### src/rtl/udp_dispatch_pkg.sv
// udp_rx_dispatch shared types: write/read FSM states and the
// committed-frame descriptor {len, idx}, sized for the widest build.
package udp_dispatch_pkg;

  typedef enum logic [1:0] {
    W_IDLE,
    W_RECV,
    W_WAIT_KILL,
    W_DROP
  } wr_state_t;

  typedef enum logic {
    R_IDLE,
    R_SEND
  } rd_state_t;

  localparam int LEN_W = 16;
  localparam int IDX_W = 8;

  typedef struct packed {
    logic [LEN_W-1:0] len;
    logic [IDX_W-1:0] idx;
  } desc_t;

endpackage

### src/rtl/dispatch_meta_fifo.sv
// Descriptor FIFO for committed frames.
// Ports: clk, rst (async low), push/din, pop/dout (head), full, empty.
module dispatch_meta_fifo
  import udp_dispatch_pkg::*;
#(
  parameter int DEPTH = 4
) (
  input  logic  clk,
  input  logic  rst,
  input  logic  push,
  input  desc_t din,
  input  logic  pop,
  output desc_t dout,
  output logic  full,
  output logic  empty
);

  localparam int AW = $clog2(DEPTH);
  localparam logic [AW:0] CAP = (AW+1)'(DEPTH);
  localparam logic [AW:0] ONE = (AW+1)'(1);

  desc_t       mem [DEPTH];
  logic [AW:0] wp;
  logic [AW:0] rp;

  assign full  = (wp - rp) == CAP;
  assign empty = wp == rp;
  assign dout  = mem[rp[AW-1:0]];

  always_ff @(posedge clk or negedge rst) begin
    if (!rst) begin
      wp <= '0;
      rp <= '0;
    end else begin
      if (push && !full) wp <= wp + ONE;
      if (pop && !empty) rp <= rp + ONE;
    end
  end

  always_ff @(posedge clk) begin
    if (push && !full) mem[wp[AW-1:0]] <= din;
  end

endmodule

### src/rtl/udp_rx_dispatch.sv
// Buffers udp_rx payload frames, commits/rolls back on kill, tags each
// with a port-table consumer index and drains them over valid/ready.
// In: s_axiiv/s_axiid/dst_port_in/kill, cfg_* table writes, m_axior.
// Out: m_axiov/m_axiod/m_last/m_idx, busy.
// UDP_DISPATCH_STATS_EN adds drop_kill_cnt/drop_nomatch_cnt/drop_ovf_cnt.
module udp_rx_dispatch
  import udp_dispatch_pkg::*;
#(
  parameter int N          = 4,
  parameter int DEPTH      = 256,
  parameter int NUM_PORTS  = 4,
  parameter int META_DEPTH = 4
) (
  input  logic                         clk,
  input  logic                         rst,
  input  logic                         s_axiiv,
  input  logic [N-1:0]                 s_axiid,
  input  logic [15:0]                  dst_port_in,
  input  logic                         kill,
  input  logic                         cfg_we,
  input  logic [$clog2(NUM_PORTS)-1:0] cfg_idx,
  input  logic [15:0]                  cfg_port,
  input  logic                         cfg_en,
  output logic                         m_axiov,
  output logic [N-1:0]                 m_axiod,
  output logic                         m_last,
  output logic [$clog2(NUM_PORTS)-1:0] m_idx,
  input  logic                         m_axior,
`ifdef UDP_DISPATCH_STATS_EN
  output logic [15:0]                  drop_kill_cnt,
  output logic [15:0]                  drop_nomatch_cnt,
  output logic [15:0]                  drop_ovf_cnt,
`endif
  output logic                         busy
);

  localparam int AW = $clog2(DEPTH);
  localparam int PW = AW + 1;
  localparam int LW = AW + 1;
  localparam int IW = $clog2(NUM_PORTS);
  localparam logic [PW-1:0] CAP  = PW'(DEPTH);
  localparam logic [PW-1:0] PONE = PW'(1);
  localparam logic [LW-1:0] LONE = LW'(1);
  localparam logic [LW-1:0] LTWO = LW'(2);

  logic [N-1:0]  buf_mem [DEPTH];
  logic [15:0]   tbl_port [NUM_PORTS];
  logic [NUM_PORTS-1:0] tbl_en;

  wr_state_t     wr_st;
  rd_state_t     rd_st;
  logic [PW-1:0] wr_ptr;
  logic [PW-1:0] commit_ptr;
  logic [PW-1:0] rd_ptr;
  logic [PW-1:0] rd_nx;
  logic [LW-1:0] len;
  logic [LW-1:0] rem;
  logic [IW-1:0] wr_idx;

  logic          buf_full;
  logic          hit;
  logic [IW-1:0] hit_idx;
  logic          accept;
  logic          wr_en;

  desc_t         meta_din;
  desc_t         meta_dout;
  logic          meta_push;
  logic          meta_pop;
  logic          meta_full;
  logic          meta_empty;
  logic          unused_desc;

  assign buf_full = (wr_ptr - rd_ptr) == CAP;
  assign rd_nx    = rd_ptr + PONE;

  always_comb begin
    hit     = 1'b0;
    hit_idx = '0;
    for (int i = NUM_PORTS - 1; i >= 0; i--) begin
      if (tbl_en[i] && tbl_port[i] == dst_port_in) begin
        hit     = 1'b1;
        hit_idx = IW'(i);
      end
    end
  end

  assign accept = hit && !meta_full && !buf_full;
  assign wr_en  = s_axiiv &&
                  ((wr_st == W_IDLE && accept) ||
                   (wr_st == W_RECV && !buf_full));

  assign meta_push    = (wr_st == W_WAIT_KILL) && !kill;
  assign meta_din.len = LEN_W'(len);
  assign meta_din.idx = IDX_W'(wr_idx);

  // A descriptor is retired only after its last beat leaves, so the
  // FIFO occupancy counts every committed frame not yet drained.
  assign meta_pop = (rd_st == R_SEND) && m_axior && m_last;

  assign unused_desc = ^{meta_dout.len[LEN_W-1:LW],
                         meta_dout.idx[IDX_W-1:IW]};

  assign busy = (wr_st != W_IDLE) || !meta_empty;

  dispatch_meta_fifo #(
    .DEPTH(META_DEPTH)
  ) u_meta (
    .clk  (clk),
    .rst  (rst),
    .push (meta_push),
    .din  (meta_din),
    .pop  (meta_pop),
    .dout (meta_dout),
    .full (meta_full),
    .empty(meta_empty)
  );

  always_ff @(posedge clk or negedge rst) begin
    if (!rst) begin
      tbl_en <= '0;
      for (int i = 0; i < NUM_PORTS; i++) tbl_port[i] <= '0;
    end else if (cfg_we) begin
      tbl_port[cfg_idx] <= cfg_port;
      tbl_en[cfg_idx]   <= cfg_en;
    end
  end

  always_ff @(posedge clk) begin
    if (wr_en) buf_mem[wr_ptr[AW-1:0]] <= s_axiid;
  end

  always_ff @(posedge clk or negedge rst) begin
    if (!rst) begin
      wr_st      <= W_IDLE;
      wr_ptr     <= '0;
      commit_ptr <= '0;
      len        <= '0;
      wr_idx     <= '0;
    end else begin
      unique case (wr_st)
        W_IDLE: begin
          if (s_axiiv) begin
            if (accept) begin
              wr_ptr <= wr_ptr + PONE;
              len    <= LONE;
              wr_idx <= hit_idx;
              wr_st  <= W_RECV;
            end else begin
              wr_st <= W_DROP;
            end
          end
        end
        W_RECV: begin
          if (s_axiiv) begin
            if (buf_full) begin
              wr_ptr <= commit_ptr;
              wr_st  <= W_DROP;
            end else begin
              wr_ptr <= wr_ptr + PONE;
              len    <= len + LONE;
            end
          end else begin
            wr_st <= W_WAIT_KILL;
          end
        end
        W_WAIT_KILL: begin
          if (kill) wr_ptr     <= commit_ptr;
          else      commit_ptr <= wr_ptr;
          wr_st <= s_axiiv ? W_DROP : W_IDLE;
        end
        W_DROP: begin
          if (!s_axiiv) wr_st <= W_IDLE;
        end
        default: wr_st <= W_IDLE;
      endcase
    end
  end

  always_ff @(posedge clk or negedge rst) begin
    if (!rst) begin
      rd_st   <= R_IDLE;
      rd_ptr  <= '0;
      rem     <= '0;
      m_axiov <= 1'b0;
      m_axiod <= '0;
      m_last  <= 1'b0;
      m_idx   <= '0;
    end else begin
      unique case (rd_st)
        R_IDLE: begin
          if (!meta_empty) begin
            rem     <= meta_dout.len[LW-1:0];
            m_idx   <= meta_dout.idx[IW-1:0];
            m_axiod <= buf_mem[rd_ptr[AW-1:0]];
            m_last  <= meta_dout.len[LW-1:0] == LONE;
            m_axiov <= 1'b1;
            rd_st   <= R_SEND;
          end
        end
        R_SEND: begin
          if (m_axior) begin
            rd_ptr <= rd_nx;
            if (m_last) begin
              m_axiov <= 1'b0;
              m_last  <= 1'b0;
              rd_st   <= R_IDLE;
            end else begin
              m_axiod <= buf_mem[rd_nx[AW-1:0]];
              rem     <= rem - LONE;
              m_last  <= rem == LTWO;
            end
          end
        end
        default: rd_st <= R_IDLE;
      endcase
    end
  end

`ifdef UDP_DISPATCH_STATS_EN
  logic inc_kill;
  logic inc_nm;
  logic inc_ovf;

  assign inc_kill = (wr_st == W_WAIT_KILL) && kill;
  assign inc_nm   = (wr_st == W_IDLE) && s_axiiv && !hit;
  assign inc_ovf  = ((wr_st == W_IDLE) && s_axiiv && hit &&
                     (meta_full || buf_full)) ||
                    ((wr_st == W_RECV) && s_axiiv && buf_full);

  always_ff @(posedge clk or negedge rst) begin
    if (!rst) begin
      drop_kill_cnt    <= '0;
      drop_nomatch_cnt <= '0;
      drop_ovf_cnt     <= '0;
    end else begin
      if (inc_kill && drop_kill_cnt != 16'hFFFF)
        drop_kill_cnt <= drop_kill_cnt + 16'd1;
      if (inc_nm && drop_nomatch_cnt != 16'hFFFF)
        drop_nomatch_cnt <= drop_nomatch_cnt + 16'd1;
      if (inc_ovf && drop_ovf_cnt != 16'hFFFF)
        drop_ovf_cnt <= drop_ovf_cnt + 16'd1;
    end
  end
`endif

endmodule

### config.mk
export PLATFORM = sky130hd
export DESIGN_NAME = udp_rx_dispatch
export DESIGN_NICKNAME = d
export VERILOG_FILES = /design/src/rtl/udp_dispatch_pkg.sv /design/src/rtl/dispatch_meta_fifo.sv /design/src/rtl/udp_rx_dispatch.sv
export SDC_FILE = /design/constraint.sdc
export NUM_CORES = 2
export LEC_CHECK = 0
export CELL_PAD_IN_SITES_DETAIL_PLACEMENT = 1
export CELL_PAD_IN_SITES_GLOBAL_PLACEMENT = 2
export CORE_AREA = 2 2 349 351
export CTS_CLUSTER_DIAMETER = 30
export DETAILED_ROUTE_END_ITERATION = 10
export DIE_AREA = 0 0 351 353
export GPL_ROUTABILITY_DRIVEN = 1
export PLACE_DENSITY = 0.91
export SLEW_MARGIN = 20
export SYNTH_ARGS = -nofsm -noshare
export SYNTH_HDL_FRONTEND = slang
export SYNTH_SLANG_ARGS = --single-unit
### constraint.sdc
create_clock -name clk -period 4.9 [get_ports clk]
set_clock_uncertainty 0.15 [all_clocks]
set_input_delay 0.98 -clock clk [delete_from_list [all_inputs] [get_ports clk]]
set_output_delay 0.98 -clock clk [all_outputs]
set_load 0.02 [all_outputs]
* Word level (Yosys, flattened, before mapping)
Memories as Yosys holds them, arrays and structs flattened. Cells that the tools add are included.
Operators by class: add/sub/neg operators 8, magnitude comparators 4, equal/unequal tests 22, muxes and demuxes 56, bitwise gates (word level) 3, reduce and logical (&&, ||, !) cells 35
Operators with widths (count):
- $mux 9 | 12
- $bwmux 64 | 1
- $eq 16x16->1 | 4
- $pmux 9 s2 | 2
- $demux 16 s2 | 1
- $add 9x1->9 const B | 3
- $pmux 9 s3 | 1
- $mux 2 | 10
- $mux 1 | 18
- $ne 2x2->1 const B | 9
- $logic_and 1x1->1 | 16
- $mux 16 | 1
- $mux 4 | 3
- $reduce_and 3->1 | 4
- $eq 9x1->1 const B | 1
- $eq 9x2->1 const B | 1
- $eq 9x9->1 const B | 1
- $sub 9x1->9 const B | 1
- $sub 9x9->9 | 1
- $pmux 2 s4 | 1
- $pmux 4 s2 | 1
- $add 3x1->3 const B | 2
- $pmux 1 s2 | 3
- $reduce_and 2->1 | 3
- 21 further kinds | 28
Word-level totals: register bits 132, bits in writable memories 1068, output and inout port bits 9, word-level logic and storage cells 149, memories kept 2
Memory list:
- buf_mem | words 256, width 4, rd ports 2, clocked after Yosys merged registers in 0, wr ports 1, line udp_rx_dispatch.sv:46 | logic [N-1:0] buf_mem [DEPTH];
- u_meta.mem | words 4, width 11, rd ports 1, clocked after Yosys merged registers in 0, wr ports 1, line dispatch_meta_fifo.sv:22 | desc_t mem [DEPTH];

* Depth between registers and ports, before layout
depth after elaboration 13, depth in mapped cells 16, gate-level depth less buffers 10

* Hierarchy
A second synthesis with hierarchy kept.
Second synthesis, totals: cell total of the unflattened synthesis 3720, area total of the unflattened synthesis 60120.2 um2
By module, submodules not included:
- udp_rx_dispatch | times used 1, cells each 3558, area an instance 56264.0 um2
- dispatch_meta_fifo | times used 1, cells each 162, area an instance 3856.2 um2

* Worst setup path before layout
Ideal clock, no wire load.
kind register -> register, start point register rd_ptr[3], end point memory buf_mem[100][0], enable pin, library setup time 0.330 ns, arrival 3.471 ns, data required time 4.420 ns, setup slack 0.949 ns, cell stages (with the launch flop) 16, cell sequence dfrtp_1 buf_2 clkinv_1 buf_2 buf_2 buf_2 ha_1 o2111ai_1 o211ai_1 xor2_1 o41ai_2 a21oi_4 buf_12 nand4b_4 buf_6 nor2_1
On the way: word-level cells in the longest chain between the ends 9, elaborated cells between the ends (all ways) 10
Ends and longest elaborated chain:
- start, declared | line udp_rx_dispatch.sv:54 | logic [PW-1:0] rd_ptr;
- start signal, assigned | line udp_rx_dispatch.sv:203 | rd_ptr <= rd_nx;
- $sub 9x9->9 (*) | line udp_rx_dispatch.sv:74 | assign buf_full = (wr_ptr - rd_ptr) == CAP;
- $eq 9x9->1 (*) | line udp_rx_dispatch.sv:74
- $logic_not 1->1 (*) | line udp_rx_dispatch.sv:88, udp_rx_dispatch.sv:91
- $logic_and 1x1->1 | line udp_rx_dispatch.sv:88 | assign accept = hit && !meta_full && !buf_full;
- $logic_and 1x1->1 | line udp_rx_dispatch.sv:90 | ((wr_st == W_IDLE && accept) ||
- $logic_or 1x1->1 (*) | line udp_rx_dispatch.sv:90
- $logic_and 1x1->1 (*) | line udp_rx_dispatch.sv:89 | assign wr_en = s_axiiv &&
- $mux 1 (*) | line udp_rx_dispatch.sv:130 | if (wr_en) buf_mem[wr_ptr[AW-1:0]] <= s_axiid;
- $mux 1 (not written as such) (*) | line udp_rx_dispatch.sv:130
- end, declared | line udp_rx_dispatch.sv:46
Every way passes the cells marked *; elsewhere a longest branch is shown, timed or not.

* Final worst setup path
start point register rd_ptr[2], end point register m_axiod[1]
On the way: word-level cells in the longest chain between the ends 5, elaborated cells between the ends (all ways) 6
Ends and longest elaborated chain:
- $add 9x1->9 | line udp_rx_dispatch.sv:75 | assign rd_nx = rd_ptr + PONE;
- $mem_v2 256x4 (*)
- $mux 4 | line udp_rx_dispatch.sv:204 | if (m_last) begin
- $mux 4 | line udp_rx_dispatch.sv:202 | if (m_axior) begin
- $pmux 4 s2 (*) | line udp_rx_dispatch.sv:190 | unique case (rd_st)
- end signal, assigned | line udp_rx_dispatch.sv:195 | m_axiod <= buf_mem[rd_ptr[AW-1:0]];
- end signal, assigned | line udp_rx_dispatch.sv:209 | m_axiod <= buf_mem[rd_nx[AW-1:0]];
- end, declared | line udp_rx_dispatch.sv:25 | output logic [N-1:0] m_axiod,
Every way passes the cells marked *; elsewhere a longest branch is shown, timed or not. The select of a mux whose other input is x is not followed. A chain may end at the register's enable or synchronous reset.

==> results.py <==
metrics = {
    "global_routing": {
        "antenna_found_initial": 10,
        "grt_pass1_vias": 40900,
        "grt_use_total_pct": 33.8,
        "overflow": 0,
        "grt_max_degree": 112,
        "grt_pass1_wl_um": 300000,
    },
    "clocking": {
        "clk_path_buf_depth": 3,
        "ctsResizeCount": 0,
        "clock_sinks": 1200,
        "cts_buffers": 233,
        "postCtsSetupRepairBufs": 0,
        "clock_latency_ns": 0.86,
        "hold_buffers": 0,
        "cts-root-buf": "clkbuf_16",
        "clk_pin_slew_ns": 0.05,
        "cts_max_level": 4,
        "cts_tree": "built",
    },
    "logic_synthesis": {
        "netlist_top_cells_area": "edfxtp_1 (55%), mux4_2 (20%), dfrtp_1 (5.7%), mux2i_1 (3.1%), nor2_1 (2.1%)",
        "ys_seq_area_share_pct": 60.7,
        "synth_most_common_cell": "edfxtp_1",
        "synth.avg_cell_area_um2": 17.0,
        "synth_seq_cells": 1200,
        "synth_enable_flop_cells": 1068,
        "synth_commonest_cells": "edfxtp_1 (1068), mux4_2 (516), nor2_1 (334)",
        "yosysUniqueCellTypes": 87,
        "synthArstFlopShare_pct": 11.0,
        "yosysTopAreaCellShare_pct": 55.0,
        "synth_fp_nets": 3500,
        "syn_area_um2": 58300,
        "synth_ff_type": "edfxtp_1",
        "yosysTopAreaCell": "edfxtp_1",
        "yosys_warnings": 0,
        "syn_inst": 3427,
    },
    "sta": {
        "slew_headroom_pct": 16.8,
        "finalCriticalPeriod_ns": 4.49,
        "max_clock_freq_mhz": 223,
        "rsz0062_at_grt": "no",
        "final.setup.tns_ns": 0,
        "setup_viol": 0,
        "hold_viol_final": 0,
        "final_max_slew_viol_count": 0,
        "worst-slew-pin-transition_ns": 1.24,
        "fin_crit_sh_pct": 91.6,
    },
    "critical_path": {
        "worst-path-max-fanout": 28,
        "cp.buffers_inverters": 2,
        "required_ns": 5.46,
        "critPathMaxStageDelay_ns": 0.88,
        "start_kind": "flip-flop",
        "path_cells": "buf_12 > nor2b_1 > buf_4 > a221oi_1 > nor3_1 > nor3_1 > a211oi_1 > o21ai_0 > a32oi_1 > a211oi_1",
        "end_kind": "flip-flop",
        "arrival_ns": 5.05,
        "critPathTopFamily": "compound AO/OA/AOI/OAI gates",
        "crit_type": "reg2reg",
        "cp_slowest_cell": "dfrtp_4",
    },
    "cells_and_area": {
        "regArea_um2": 35400,
        "nets": 3714,
        "synthToLayoutAreaGrowth_pct": 18.7,
        "stdcell_count": 5475,
        "drive_gt1_share_pct": 31.5,
        "nFillCells": 10600,
        "multi_input_area_um2": 21500,
    },
    "run": {
        "drv_cap": 0,
    },
    "routing": {
        "postRouteAntennaNets": 0,
        "post_drt_via_cell_ratio": 7.11,
        "drtIter0Drc": 6249,
        "drcViolationCount": 0,
        "wirelength_um": 208000,
        "num_vias": 38900,
        "routedWlPerCell_um": 37.9,
        "dr.pass1.iters": 7,
    },
    "place": {
        "portBuffers": 53,
        "globalplace.congestion": 0.926,
        "dp_hpwl_um": 125000,
        "dpl.cell_count": 5030,
    },
    "floorplan": {
        "fp.dieW_um": 351,
        "io_pins": 54,
        "num_rows": 128,
        "die_h_um": 353,
        "core_um2": 121000,
        "dieArea_um2": 124000,
        "initial_core_util_pct": 48.4,
    },
    "power_and_ir_drop": {
        "finalPower_mw": 51.2,
        "power.density_nw_per_um2": 740,
        "peakVddDrop_mv": 0.659,
        "leakage_nw": 23.2,
    },
    "min_path": {
        "min_path_type": "in2async",
    },
    "status": {
        "status": "complete, no violations",
    },
}
==> cell families (layout without fill, tap and decap cells) <==
| family | after synthesis | after routing | synth area share (%) |
|---|---|---|---|
| other | 0 | 8 | 0 |
| multiplexers | 782 | 782 | 24.7 |
| AO/OA/AOI/OAI | 348 | 348 | 4.22 |
| XOR/XNOR | 105 | 105 | 1.65 |
| flip-flops | 1200 | 1200 | 60.7 |
| AND/OR/NAND/NOR | 692 | 692 | 5.54 |
| buffers and inverters | 272 | 687 | 2.64 |
| adder cells (fa/ha/maj) | 28 | 28 | 0.601 |
==> registers in the layout, indices dropped and copies added, names as in the netlist, 2 cells and up <==
| signal | count |
|---|---|
| wr_st | 2 |
| len | 9 |
| u_meta.rp | 3 |
| wr_ptr | 9 |
| wr_idx | 2 |
| buf_mem | 1024 |
| tbl_en | 4 |
| m_idx | 2 |
| rem | 9 |
| tbl_port | 64 |
| u_meta.wp | 3 |
| rd_ptr | 9 |
| m_axiod | 4 |
| u_meta.mem | 44 |
| commit_ptr | 9 |
==> power by group <==
group          internal (mW)  leakage [nW]  total (mW)  switching (mW)
registers               11.6          11.2        12.2           0.602
clock network           10.4          3.80        16.3            5.85
logic                   9.41          8.20        22.8            13.3
==> cell usage in the layout (no fill, tap or decap), types with 33 or more instances in the layout <==
cell | netlist | routed
a21oi_1 | 70 | 70
buf_12 | 1 | 33
buf_4 | 38 | 135
clkbuf_16 | 0 | 235
clkdlybuf4s50_1 | 0 | 48
clkinv_2 | 0 | 35
clkinvlp_4 | 0 | 34
dfrtp_1 | 132 | 128
edfxtp_1 | 1068 | 1068
mux2_2 | 83 | 83
mux2i_1 | 182 | 182
mux4_2 | 516 | 516
nand2_1 | 124 | 123
nand3_1 | 76 | 74
nor2_1 | 334 | 333
nor3_1 | 39 | 39
o21ai_0 | 43 | 43
o221ai_1 | 42 | 42
xnor2_1 | 49 | 47
xor2_1 | 52 | 52
==> per-stage QoR <==
stage	hold WS (ns)	setup slack, ns	area, um^2	utilization (%)
after CTS	0.103	0.598	69200	57.4
after global routing	0.125	0.464	69200	57.4
after floorplan	0.301	0.949	58300	-
after global placement	0.309	0.205	61200	50.8
final	0.0194	0.410	69200	57.4
after detailed placement	0.312	0.0786	61200	50.8
==> per-layer routing <==
layer	vias to the layer above	track usage, %	wire (um)
li1	14600	-	-
met1	19900	42.0	69900
met2	3491	50.8	95400
met3	913	12.0	28000
met4	6	20.5	14400
met5	-	0.501	41
==> final timing paths <==
path	from	endpoint	slack [ns]	cells after the start
max	rd_ptr[2]	m_axiod[1]	0.41	10
min	rst	m_idx[0]	0.02	1
max reg2reg	rd_ptr[2]	m_axiod[1]	0.41	10
min reg2reg	m_idx[1]	m_idx[1]	0.33	2
max in group asynchronous	rst	rd_ptr[3]	3.51	2
min in group clk	m_idx[1]	m_idx[1]	0.33	2
==> layout make-up <==
type / instances / share of cell area (%)
flip-flops and latches: 1200 / 51.1
multi-input cells: 1955 / 31.1
repair buffers: 222 / 3.21
clock buffers: 264 / 8.70
well taps: 1625 / 2.94
clock inverters: 172 / 2.80
diodes: 8 / 0.0289
inverters: 29 / 0.159
Note: power is estimated with default switching activity, not from simulation.
